==> src/rtl/risc_pkg.sv <==
// rtl/risc_pkg.sv - shared opcode encoding and datapath width for the RISC ALU
package risc_pkg;

  localparam int DATA_W = 16;

  typedef enum logic [1:0] {
    ALU_ADD = 2'b00,
    ALU_SUB = 2'b01,
    ALU_AND = 2'b10,
    ALU_NOT = 2'b11
  } alu_op_e;

endpackage

==> src/rtl/risc_addsub.sv <==
// rtl/risc_addsub.sv - shared adder/subtractor with signed overflow detection
module risc_addsub
  import risc_pkg::*;
#(
  parameter int WIDTH = DATA_W
) (
  input  logic [WIDTH-1:0] a,
  input  logic [WIDTH-1:0] b,
  input  logic             sub,
  output logic [WIDTH-1:0] sum,
  output logic             ovf
);

  logic [WIDTH-1:0] b_eff;
  logic [WIDTH-1:0] cin;

  assign b_eff = sub ? ~b : b;
  assign cin   = {{(WIDTH-1){1'b0}}, sub};
  assign sum   = a + b_eff + cin;

  // Overflow on the effective addend covers both ADD and SUB: same-sign inputs, differing result.
  assign ovf = (a[WIDTH-1] == b_eff[WIDTH-1]) && (sum[WIDTH-1] != a[WIDTH-1]);

endmodule

==> src/rtl/risc_alu.sv <==
// rtl/risc_alu.sv - 16-bit ALU with registered result and Z/N/V status flags
module risc_alu
  import risc_pkg::*;
#(
  parameter int WIDTH = DATA_W
) (
  input  logic             clk,
  input  logic             reset,
  input  logic [WIDTH-1:0] Ain,
  input  logic [WIDTH-1:0] Bin,
  input  logic [1:0]       ALUop,
  input  logic             en,
  output logic [WIDTH-1:0] out,
  output logic             Z,
  output logic             N,
  output logic             V
);

  alu_op_e          op;
  logic [WIDTH-1:0] sum;
  logic             sum_ovf;
  logic [WIDTH-1:0] result;
  logic             result_ovf;

  assign op = alu_op_e'(ALUop);

  risc_addsub #(.WIDTH(WIDTH)) u_addsub (
    .a   (Ain),
    .b   (Bin),
    .sub (op == ALU_SUB),
    .sum (sum),
    .ovf (sum_ovf)
  );

  always_comb begin
    result     = '0;
    result_ovf = 1'b0;
    case (op)
      ALU_ADD, ALU_SUB: begin
        result     = sum;
        result_ovf = sum_ovf;
      end
      ALU_AND: result = Ain & Bin;
      ALU_NOT: result = ~Bin;
      default: result = '0;
    endcase
  end

  always_ff @(posedge clk or posedge reset) begin
    if (reset) begin
      out <= '0;
      Z   <= 1'b0;
      N   <= 1'b0;
      V   <= 1'b0;
    end else if (en) begin
      out <= result;
      Z   <= (result == '0);
      N   <= result[WIDTH-1];
      V   <= result_ovf;
    end
  end

endmodule

==> config.mk <==
export PLATFORM = sky130hd
export DESIGN_NAME = risc_alu
export DESIGN_NICKNAME = d
export VERILOG_FILES = /design/src/rtl/risc_pkg.sv /design/src/rtl/risc_addsub.sv /design/src/rtl/risc_alu.sv
export SDC_FILE = /design/constraint.sdc
export NUM_CORES = 1
export LEC_CHECK = 0
export CAP_MARGIN = 20
export CORE_ASPECT_RATIO = 0.5
export CORE_UTILIZATION = 40
export DETAILED_ROUTE_END_ITERATION = 8
export DONT_BUFFER_PORTS = 1
export PLACE_DENSITY = 0.63
export SLEW_MARGIN = 0
export SYNTH_ARGS = -nofsm -noshare
export SYNTH_HDL_FRONTEND = slang
export SYNTH_SLANG_ARGS = --single-unit
==> constraint.sdc <==
create_clock -name clk -period 0.8 [get_ports clk]
set_input_delay 0.16 -clock clk [delete_from_list [all_inputs] [get_ports clk]]
set_output_delay 0.16 -clock clk [all_outputs]
set_load 0.01 [all_outputs]
* After elaboration in Yosys (flattened, before gate mapping) *
Index checks and enable logic that the tools add are counted.

cells by class
  $add $sub $neg = 2
  eq/ne operators = 5
  muxes and demuxes = 3
  bitwise logic cells = 2
  reductions and logical operators = 4

operators with widths
  kind                                           count
  one-hot mux 16 bit (3 select lines)            1
  adder 16 x 1 -> 16 bit                         1
  adder 16 bit                                   1
  bitwise AND 16 bit                             1
  zero test 16 bit                               1
  2-to-1 mux 16 bit                              1
  inverter 16 bit                                1
  == test 2 bit, second input constant           2
  == test 2 x 1 -> 1 bit, second input constant  1
  zero test 2 bit                                1
  OR reduction 2 bit                             1
  == test 1 bit                                  1
  logical AND 1 bit                              1
  2-to-1 mux 1 bit                               1
  != test 1 bit                                  1

storage, ports and cells
  flip-flop bits (word level) = 19
  input port bits = 37
  output and inout bits = 19
  logic and storage cells = 20

* Logic depth before layout (Yosys ltp) *
Gate-level depths: netlist of run 1.

  depth in word-level cells = 7
  gate-level depth with buffers = 13
  mapped depth without buffers = 12

* Modules after synthesis *
A second synthesis of run 1 with hierarchy kept.

unflattened totals
  cell total of the unflattened synthesis = 256
  area total of the unflattened synthesis = 2,188.3 um^2

by module, submodules not included
  module       times used  cells an instance  area each (um^2)  seq. area each (um^2)
  risc_alu     1           121                1,168.6           450.4
  risc_addsub  1           135                1,019.7           0.0

* Worst setup path after synthesis of run 1 *
Ideal clock, no wire load.

  path kind = input to register
  from = input ALUop[1]
  to = register out[15]
  library setup time = 0.125 ns
  arrival = 3.154 ns
  data required time = 0.675 ns
  path slack = -2.479 ns
  stages on the path = 13
  path buffers = 2
  cell sequence = nand2b_1 -> clkbuf_1 -> buf_1 -> xnor2_1 -> ha_1 -> a21oi_1 -> o22ai_1 -> o41ai_2 -> o211ai_4 -> xnor2_1 -> o32a_1 -> o211ai_2 -> mux2_2

on the way
  cells in the longest elaborated chain, start to end = 5
  elaborated cells on any way between the ends = 9
  classes of those cells = add/sub: 2; eq/ne: 3; mux: 2; reduce/logical: 2

ends and longest elaborated chain
  what                                     line                            text
  start: declaration                       risc_alu.sv:11                  input logic [1:0] ALUop,
  == test 2 x 1 -> 1 bit                   risc_alu.sv:30, risc_alu.sv:38
  2-to-1 mux 16 bit                        risc_addsub.sv:17               assign b_eff = sub ? ~b : b;
  adder 16 bit                             risc_addsub.sv:19               assign sum = a + b_eff + cin;
  adder 16 x 1 -> 16 bit                   risc_addsub.sv:19
  one-hot mux 16 bit (3 select lines) (*)  risc_alu.sv:38                  case (op)
  end signal: assignment                   risc_alu.sv:56                  out <= result;
  end: declaration                         risc_alu.sv:13                  output logic [WIDTH-1:0] out,

Every way passes the cells marked *; elsewhere a longest branch is shown, timed or not.
A chain may end at the register's enable or synchronous reset.

* Worst setup path in the final report of run 1 *
  from = input ALUop[1]
  to = register Z

on the way
  cells in the longest elaborated chain, start to end = 6
  elaborated cells on any way between the ends = 10
  classes of those cells = add/sub: 2; eq/ne: 3; mux: 2; reduce/logical: 3

ends and longest elaborated chain
  what                                     line                            text
  == test 2 x 1 -> 1 bit                   risc_alu.sv:30, risc_alu.sv:38
  2-to-1 mux 16 bit                        risc_addsub.sv:17
  adder 16 bit                             risc_addsub.sv:19
  adder 16 x 1 -> 16 bit                   risc_addsub.sv:19
  one-hot mux 16 bit (3 select lines) (*)  risc_alu.sv:38
  zero test 16 bit (*)                     risc_alu.sv:57                  Z <= (result == '0);
  end signal: assignment                   risc_alu.sv:57
  end: declaration                         risc_alu.sv:14                  output logic Z,

Marks and branches as above.

==> results of run 1 <==
-- placed cells by master (no fill, tap or decap), types with 9 or more instances in the layout --
cell,count
a21oi_2,10
dfrtp_1,18
nor2_1,19
o21ai_0,10
buf_4,57
ha_1,12
buf_6,15
a21oi_1,11
xnor2_2,9
nand2_1,26
-- repair_timing --
item,in CTS,in global routing
setup buffers,12,6
resized for setup,44,37
endpoints found under the hold margin,24,0
cloned,0,0
pin swaps,15,27
hold buffers,2,0
setup endpoints to repair,37,37
-- logic make-up (layout without fill, tap and decap cells) --
logic type / after synthesis / count (layout) / share of synthesized area, %
simple gates: 93 / 93 / 21.5
xor+xnor: 20 / 20 / 8.03
flops: 18 / 18 / 20.7
compound gates: 81 / 81 / 25.5
buf+inv: 21 / 88 / 3.79
fa+ha+maj: 19 / 19 / 11.2
mux: 19 / 19 / 9.29
-- Yosys cell counts, drive strengths merged, types with 2 or more instances --
library cell / n / area [um^2]
mux2i: 9 / 90.1
nor2: 21 / 78.8
inv: 9 / 33.8
a21oi: 23 / 115
ha: 18 / 225
xor2: 2 / 17.5
buf: 4 / 18.8
nor3: 4 / 20.0
clkbuf: 8 / 30.0
nand4: 7 / 43.8
mux2: 10 / 113
xnor2: 18 / 158
o21ai: 18 / 90.1
o31a: 3 / 26.3
o22ai: 3 / 18.8
a21o: 3 / 22.5
dfrtp: 18 / 450
o211a: 3 / 30.0
nor4: 2 / 12.5
nand2: 26 / 97.6
a211oi: 3 / 27.5
o21a: 7 / 52.6
o211ai: 6 / 63.8
nand3: 5 / 25.0
nor2b: 4 / 25.0
or4: 2 / 15.0
nand2b: 6 / 37.5
nand3b: 3 / 22.5
nor3b: 4 / 30.0
or2: 2 / 12.5
a21boi: 2 / 15.0
and3: 4 / 25.0
-- worst max-delay path by stage --
| stage | startpoint | end | slack [ns] |
|---|---|---|---|
| final | ALUop[1] | Z$_DFFE_PP0P_ | -1.62 |
| after global routing | ALUop[1] | out[15]$_DFFE_PP0P_ | -1.65 |
| after CTS | ALUop[1] | Z$_DFFE_PP0P_ | -1.53 |
| after detailed placement | ALUop[1] | out[15]$_DFFE_PP0P_ | -1.92 |
| after global placement | ALUop[1] | Z$_DFFE_PP0P_ | -1.81 |
| after floorplan | ALUop[1] | out[15]$_DFFE_PP0P_ | -1.96 |
-- layer usage --
| layer | share of wire, % | vias up | track usage (%) |
|---|---|---|---|
| li1 | - | 1134 | - |
| met1 | 44 | 1158 | 34.1 |
| met2 | 47 | 94 | 43.1 |
| met3 | 8.0 | 11 | 2.14 |
| met4 | 1.1 | 0 | 4.34 |
| met5 | 0 | - | 0 |
-- sequential cells by signal, summed over array words and instances, names as in the netlist --
signal	count
V	1
out	16
Z	1
-- power groups by stage --
stage / Clock [mW] / Combinational (mW) / Sequential [mW]
after global routing: 0.787 / 3.37 / 1.24
after CTS: 0.743 / 2.78 / 1.23
after global placement: 0 / 2.33 / 1.22
final: 0.727 / 3.17 / 1.23
after floorplan: 0 / 1.47 / 1.26
after detailed placement: 0 / 2.38 / 1.22
-- stage by stage --
step                utilization (%)  power, mW  worst slack (ns)  setup TNS [ns]
finish                         65.2       5.12             -1.62          -23.85
global route                   65.2       5.40             -1.65          -25.10
CTS                            61.2       4.74             -1.53          -23.12
detailed placement             54.1       3.60             -1.92          -26.60
global placement               54.1       3.54             -1.81          -25.78
floorplan                         -       2.73             -1.96          -24.15
-- cell type report --
| class | instances | area share, % |
|---|---|---|
| well taps | 70 | 2.64 |
| clock buffers | 4 | 1.66 |
| multi-input cells | 232 | 62.1 |
| repair buffers | 75 | 19.0 |
| flip-flops and latches | 18 | 13.6 |
| inverters | 9 | 1.02 |
==> flow_summary_export.csv, run 1 <==
group,metric,value,unit
status,outcome,"complete, but fails checks",
die,rows,18,
die,dieArea,5770,um^2
sta,rsz0062_at_grt,"yes",
final_layout,regArea,450,um^2
power,worst_ir_drop_vdd,1090,uV
global_routing,grt_usage,24.5,%
worst_setup_path,worst_path_largest_cell_delay,0.49,ns
final_layout,nFillCells,438,
sta,setup_ws,-1.62,ns
power,internal-power,3.21,mW
clock_network,clk_latency,0.25,ns
route,wl_per_cell,18.3,um
sta,hold_violations,0,
route,routed_wl,7450,um
yosys,avgSynthCellArea,8.05,um^2
clock_network,cts_root_buffer,"clkbuf_8",
final_layout,drive_above_1_share,44.4,%
clock_network,clock_path_buffers,2,
sta,post-route-min-period,2.42,ns
power,p_leak,1.47,nW
final_layout,multiInputGateArea,2060,um^2
hold_path,hold_class,"in -> reg",
global_routing,grt_pass1_vias,2205,
final_layout,postLayoutCellArea,3320,um^2
power,seqPwrFrac,23.9,%
run,drv_cap,0,
route,num_vias,2397,
die,ioPinCount,56,
placement,post-place-cells,390,
sta,finalCritPeriodShare,303,%
power,power.density,1540,nW/um^2
clock_network,cts_buffers,3,
worst_setup_path,cp.arrival,2.56,ns
worst_setup_path,cpMaxStageDelayCell,"or4_1",
final_layout,areaGrowthSynthToFinish,52.2,%
hold_path,whs_path_depth,1,
placement,place.gp.congestion,0.906,
global_routing,grt_overflow,0,
worst_setup_path,ff2ff_path_depth,2,
worst_setup_path,cp_max_fo,43,
worst_setup_path,cp_cell_sequence,"nand2b_4, xnor2_1, ha_1, buf_4, o211a_1, o31a_1, o21a_2, or4_1, nand3_2, nor4_1, nand4_1, o22ai_2",
sta,clock_skew,0,ns
route,drc,0,
yosys,syn_nets,327,
placement,portBuffers,0,
yosys,yosysWarnings,0,
worst_setup_path,r2r-start,"out[14]$_DFFE_PP0P_",
yosys,syn-instance-count,271,
clock_network,cts_tree,"built",
worst_setup_path,r2r-end,"out[14]$_DFFE_PP0P_",
route,ant_nets,0,
sta,fmax,413,MHz
yosys,synth-main-ff-cell,"dfrtp_1",
global_routing,grt_start_max_net_pins,44,
clock_network,clkSinkCount,18,
worst_setup_path,critical-path-top-delay-family,"simple AND/OR/NAND/NOR gates",
placement,dp_hpwl,5150,um
sta,tightest_slew,0.469,ns
worst_setup_path,crit_buf_inv,1,
worst_setup_path,crit_type,"in -> reg",
placement,dpl_cell_area,2750,um^2
worst_setup_path,endpoint_kind,"register",
sta,whs,0.0154,ns
die,start_util,42.8,%
clock_network,clkTransAtPathRegs,0.06,ns
yosys,synth-seq-cells,18,
worst_setup_path,cp-start-kind,"input port",
yosys,async_flop_share,100,%
route,viasPerCell,5.88,
die,die_y,54.2,um
sta,setup_viol,37,
hold_path,min-delay-start,"en",
final_layout,finalNetCount,395,
worst_setup_path,reg2reg_slack,-0.11,ns
worst_setup_path,cp.depth,12,
yosys,synth-seq-area-share,20.7,%
sta,relSlewSlack,68.7,%
route,firstDrtPassIters,5,
yosys,synth_cell_types,50,
status,violations,"negative setup slack",
hold_path,hold_end,"Z$_DFFE_PP0P_",
power,combPwrFrac,61.9,%
yosys,synth-edff-count,0,
power,clkPwrFrac,14.2,%
die,die_w,106,um
clock_network,cts_max_level,1,
final_layout,final_cells,408,
sta,final_max_slew_viol_count,0,
final_layout,diodes,0,
power,p_sw,1.91,mW
global_routing,grt_pass1_wl,10700,um
route,drt-initial-drc-count,103,
worst_setup_path,cp.required,0.93,ns
yosys,netlist_area,2180,um^2
power,switching_share,37.2,%
global_routing,antenna_found_initial,0,
die,core,5090,um^2
(Power assumes the default switching activity.)
==> inputs of run 2 (changes only) <==
TNS_END_PERCENT = 50   (was default)
==> run 2 against run 1 <==
The run still ends with negative setup slack left; combinational power is essentially flat; highest routed layer unchanged; clock skew is the same; register-to-register slack gained 0.12 ns.
==> flow_summary_export.csv, run 2 (synthesized netlist as in run 1, its figures left out) <==
group,metric,value,unit
final_layout,multiInputGateArea,1960,um^2
route,drt-initial-drc-count,117,
die,rows,18,
global_routing,grt_start_max_net_pins,44,
route,firstDrtPassIters,4,
route,drc,0,
status,outcome,"complete, but fails checks",
placement,dp_hpwl,5380,um
clock_network,cts_max_level,1,
final_layout,largest-register,"out",
clock_network,cts_buffers,3,
worst_setup_path,cp_max_fo,43,
die,dieArea,5770,um^2
final_layout,finalNetCount,405,
clock_network,clkTransAtPathRegs,0.07,ns
worst_setup_path,crit_top_cell,"xnor2_2",
worst_setup_path,cp.arrival,2.72,ns
placement,place.gp.congestion,0.875,
clock_network,cts_tree,"built",
worst_setup_path,cpMaxStageDelayCell,"ha_4",
final_layout,final_cell_mix,"65 x buf_4, 26 x nand2_1, 19 x nor2_1, 18 x dfrtp_1, 17 x buf_6",
clock_network,clk_latency,0.25,ns
worst_setup_path,cp_cell_sequence,"nand2b_4, xnor2_2, ha_4, buf_6, nand4_1, a211oi_4, o41ai_4, buf_4, o211ai_4, xnor2_2, o32a_1, o211ai_2, mux2_2",
status,violations,"negative setup slack",
die,die_y,54.2,um
final_layout,top_regs,"out (16), V (1), Z (1)",
worst_setup_path,cp-start-kind,"input port",
final_layout,regArea,450,um^2
route,wl_per_cell,17.7,um
final_layout,drive_above_1_share,43.7,%
die,ioPinCount,56,
worst_setup_path,crit_type,"in -> reg",
die,die_w,106,um
sta,finalCritPeriodShare,317,%
die,start_util,42.8,%
worst_setup_path,cp.required,0.99,ns
final_layout,largest_reg_flops,16,
final_layout,nFillCells,426,
global_routing,grt_pass1_vias,2267,
power,power.density,1540,nW/um^2
route,viasPerCell,5.63,
route,ant_nets,0,
power,total_power,5.09,mW
sta,fmax,395,MHz
sta,tightest_slew,0.450,ns
sta,post-route-min-period,2.53,ns
sta,rsz0062_at_grt,"yes",
worst_setup_path,worst_path_largest_cell_delay,0.30,ns
sta,setup_viol,36,
final_layout,areaGrowthSynthToFinish,51.4,%
clock_network,clock_path_buffers,2,
run,drv_cap,0,
route,routed_wl,7410,um
sta,clock_skew,0,ns
sta,tns,-25.40,ns
sta,final_max_slew_viol_count,0,
clock_network,cts_root_buffer,"clkbuf_8",
worst_setup_path,crit_buf_inv,2,
placement,portBuffers,0,
sta,whs,0.00515,ns
global_routing,antenna_found_initial,0,
sta,relSlewSlack,70.0,%
global_routing,grt_usage,24.6,%
worst_setup_path,endpoint_kind,"register",
sta,hold_violations,0,
global_routing,grt_pass1_wl,10900,um
final_layout,diodes,0,
placement,pre_cts_slack,-1.94,ns
power,p_leak,1.47,nW
sta,setup_ws,-1.73,ns
global_routing,grt_overflow,0,
worst_setup_path,critical-path-top-delay-family,"compound AO/OA/AOI/OAI gates",
final_layout,layout_commonest_cell,"buf_4",
route,num_vias,2354,
clock_network,clkSinkCount,18,
power,worst_ir_drop_vdd,1180,uV
final_layout,utilization,64.9,%
die,core,5090,um^2
hold_path,hold_class,"in -> reg",
-- run 2: cell count changes in the layout (fill, tap and decap cells not counted), sizes merged --
cell and delta:
buf +10
-- run 2: power by group --
part           total [mW]  switching [mW]  internal (mW)  leakage [nW]
Clock               0.712           0.276          0.436        0.0288
Sequential           1.22           0.139           1.08         0.216
Combinational        3.16            1.44           1.72          1.23
-- run 2: final timing paths --
kind | from | to | slack, ns | cells after the start
setup / recovery | ALUop[1] | out[15]$_DFFE_PP0P_ | -1.73 | 13
hold / removal | en | out[4]$_DFFE_PP0P_ | 0.005 | 1
setup reg to reg | out[8]$_DFFE_PP0P_ | out[8]$_DFFE_PP0P_ | 0.01 | 1
hold reg to reg | out[9]$_DFFE_PP0P_ | out[9]$_DFFE_PP0P_ | 0.52 | 1
max in group asynchronous | reset | Z$_DFFE_PP0P_ | 0.24 | 3
min in group asynchronous | reset | out[4]$_DFFE_PP0P_ | 0.37 | 3
-- run 2: through the flow --
step | area (um^2) | cells
4_1_cts | 3120 | 413
5_1_grt | 3300 | 418
3_5_place_dp | 2820 | 402
6_report | 3300 | 418
2_1_floorplan | 2250 | 271
3_3_place_gp | 2820 | 402
-- run 2: area by class of cell --
cell class,instances,area share [%]
clock buffers,4,1.67
flip-flops and latches,18,13.6
repair buffers,85,21.6
inverters,9,1.02
multi-input cells,232,59.4
well taps,70,2.65
-- run 2: routing by layer --
layer	up-vias	track usage (%)	part of all wire (%)
met1	1135	33.2	48
met5	-	0	0
met4	0	4.79	0.95
met3	10	3.33	4.3
li1	1150	-	-
met2	59	43.2	47
-- run 2: what timing repair did --
| action | in CTS | in global routing |
|---|---|---|
| resized for setup | 50 | 27 |
| endpoints found under the setup margin | 36 | 36 |
| hold buffers | 2 | 0 |
| pin swaps | 16 | 11 |
| buffers inserted | 5 | 5 |
| endpoints found under the hold margin | 22 | 0 |
==> inputs of run 3 (changes only) <==
SETUP_SLACK_MARGIN = 0.2   (was default)
==> run 3 against run 2 <==
The flow finishes with violations (negative hold slack, negative setup slack); combinational power barely moved; die area unchanged; sequential power hardly changed; worst setup slack barely moved; global-route usage shrank 0.16 points; core utilization barely moved; via count is 0.81% higher; count of clock-buffer cells in the layout unchanged; hold slack worse by 0.020 ns; maximum frequency is essentially flat; register-to-register slack got worse by 0.11 ns.
==> flow_summary_export.csv, run 3 (synthesized netlist as in run 1, its figures left out) <==
group,metric,value,unit
sta,finalCritPeriodShare,317,%
sta,relSlewSlack,70.1,%
worst_setup_path,cp-start-kind,"input port",
die,core,5090,um^2
die,dieArea,5770,um^2
final_layout,postLayoutCellArea,3300,um^2
final_layout,finalNetCount,405,
sta,post-route-min-period,2.53,ns
worst_setup_path,worst_path_largest_cell_delay,0.30,ns
power,switching_share,36.5,%
final_layout,drive_above_1_share,44.0,%
route,routed_wl,7380,um
die,rows,18,
worst_setup_path,cp.arrival,2.72,ns
power,power.density,1540,nW/um^2
clock_network,clk_latency,0.24,ns
final_layout,top_regs,"out (16), V (1), Z (1)",
final_layout,final_cells,418,
clock_network,clkTransAtPathRegs,0.06,ns
route,wl_per_cell,17.6,um
power,p_leak,1.48,nW
status,violations,"negative hold slack, negative setup slack",
global_routing,grt_usage,24.4,%
route,viasPerCell,5.68,
global_routing,antenna_found_initial,0,
final_layout,diodes,0,
worst_setup_path,cp_cell_sequence,"nand2b_4, xnor2_2, ha_4, buf_6, nand4_1, a211oi_4, o41ai_4, buf_4, o211ai_4, xnor2_2, o32a_1, o211ai_2, mux2_2",
die,die_w,106,um
worst_setup_path,crit_top_cell,"xnor2_2",
hold_path,hold_class,"in -> reg",
clock_network,cts_max_level,1,
sta,tns,-25.40,ns
sta,setup_viol,36,
power,p_sw,1.86,mW
sta,setup_ws,-1.73,ns
power,combPwrFrac,62.2,%
sta,fmax,395,MHz
final_layout,final_cell_mix,"65 x buf_4, 26 x nand2_1, 19 x nor2_1, 18 x dfrtp_1, 18 x buf_6",
worst_setup_path,cp.required,0.99,ns
sta,clock_skew,0,ns
final_layout,largest_reg_flops,16,
global_routing,grt_overflow,0,
route,ant_nets,0,
clock_network,cts_buffers,3,
global_routing,grt_start_max_net_pins,44,
die,start_util,42.8,%
power,seqPwrFrac,23.9,%
clock_network,clkSinkCount,18,
sta,hold_violations,2,
power,internal-power,3.23,mW
placement,dp_hpwl,5380,um
final_layout,layout_commonest_cell,"buf_4",
placement,pre_cts_slack,-1.94,ns
route,firstDrtPassIters,4,
final_layout,areaGrowthSynthToFinish,51.5,%
final_layout,utilization,64.9,%
clock_network,cts_tree,"built",
power,worst_ir_drop_vdd,1180,uV
sta,tightest_slew,0.448,ns
sta,whs,-0.0149,ns
die,ioPinCount,56,
final_layout,nFillCells,426,
status,outcome,"complete, but fails checks",
worst_setup_path,crit_type,"in -> reg",
route,drt-initial-drc-count,126,
clock_network,hold_buffers,1,
die,die_y,54.2,um
sta,final_max_slew_viol_count,0,
worst_setup_path,endpoint_kind,"register",
placement,dpl_cell_area,2820,um^2
route,drc,0,
power,total_power,5.09,mW
global_routing,grt_pass1_vias,2261,
clock_network,cts_root_buffer,"clkbuf_8",
route,num_vias,2373,
worst_setup_path,cpMaxStageDelayCell,"ha_4",
placement,portBuffers,0,
placement,place.gp.congestion,0.875,
final_layout,largest-register,"out",
placement,post-place-cells,402,
clock_network,clock_path_buffers,2,
power,clkPwrFrac,13.9,%
sta,rsz0062_at_grt,"yes",
run,drv_cap,0,
worst_setup_path,cp_max_fo,43,
global_routing,grt_pass1_wl,10900,um
## run 3: area by class of cell
cell class / count / area [um^2] / area share (%)
well taps: 70 / 87.6 / 2.65
flip-flops and latches: 18 / 450 / 13.6
clock buffers: 4 / 55.1 / 1.67
repair buffers: 85 / 716 / 21.7
multi-input cells: 232 / 1960 / 59.4
inverters: 9 / 33.8 / 1.02
## run 3: final timing paths
check	start	endpoint	slack, ns	depth (start not counted)
min in group asynchronous	reset	out[4]$_DFFE_PP0P_	0.35	3
max	ALUop[1]	out[15]$_DFFE_PP0P_	-1.73	13
min reg2reg	out[9]$_DFFE_PP0P_	out[9]$_DFFE_PP0P_	0.52	1
max in group asynchronous	reset	Z$_DFFE_PP0P_	0.29	3
min	en	out[3]$_DFFE_PP0P_	-0.01	1
max reg2reg	V$_DFFE_PP0P_	V$_DFFE_PP0P_	-0.10	2
## run 3: worst max-delay path: cells and delay by family
kind                     cells  cell delay (ns)
XOR/XNOR                     2             0.30
AO/OA/AOI/OAI                5             1.08
adder cells (fa/ha/maj)      1             0.30
AND/OR/NAND/NOR              2             0.40
multiplexers                 1             0.18
buffers and inverters        2             0.26
## run 3: what timing repair did
item | CTS | global route
resized for setup | 50 | 28
endpoints found under the setup margin | 37 | 55
setup buffers | 5 | 6
pin swaps | 16 | 11
hold endpoints to repair | 22 | 4
## run 3: layer usage
metal	part of all wire (%)	global-route usage [%]	vias up
met2	47	42.7	75
met4	1.1	4.79	0
met3	5.3	3.33	13
li1	-	-	1148
met5	0	0	-
met1	47	33.1	1137
## run 3: power by group through the flow
stage               Combinational [mW]  Clock, mW  Sequential [mW]
floorplan                         1.43          0             1.25
global placement                  2.44          0             1.21
detailed placement                2.50          0             1.21
CTS                               2.85      0.731             1.22
global route                      3.38      0.764             1.23
finish                            3.17      0.708             1.22
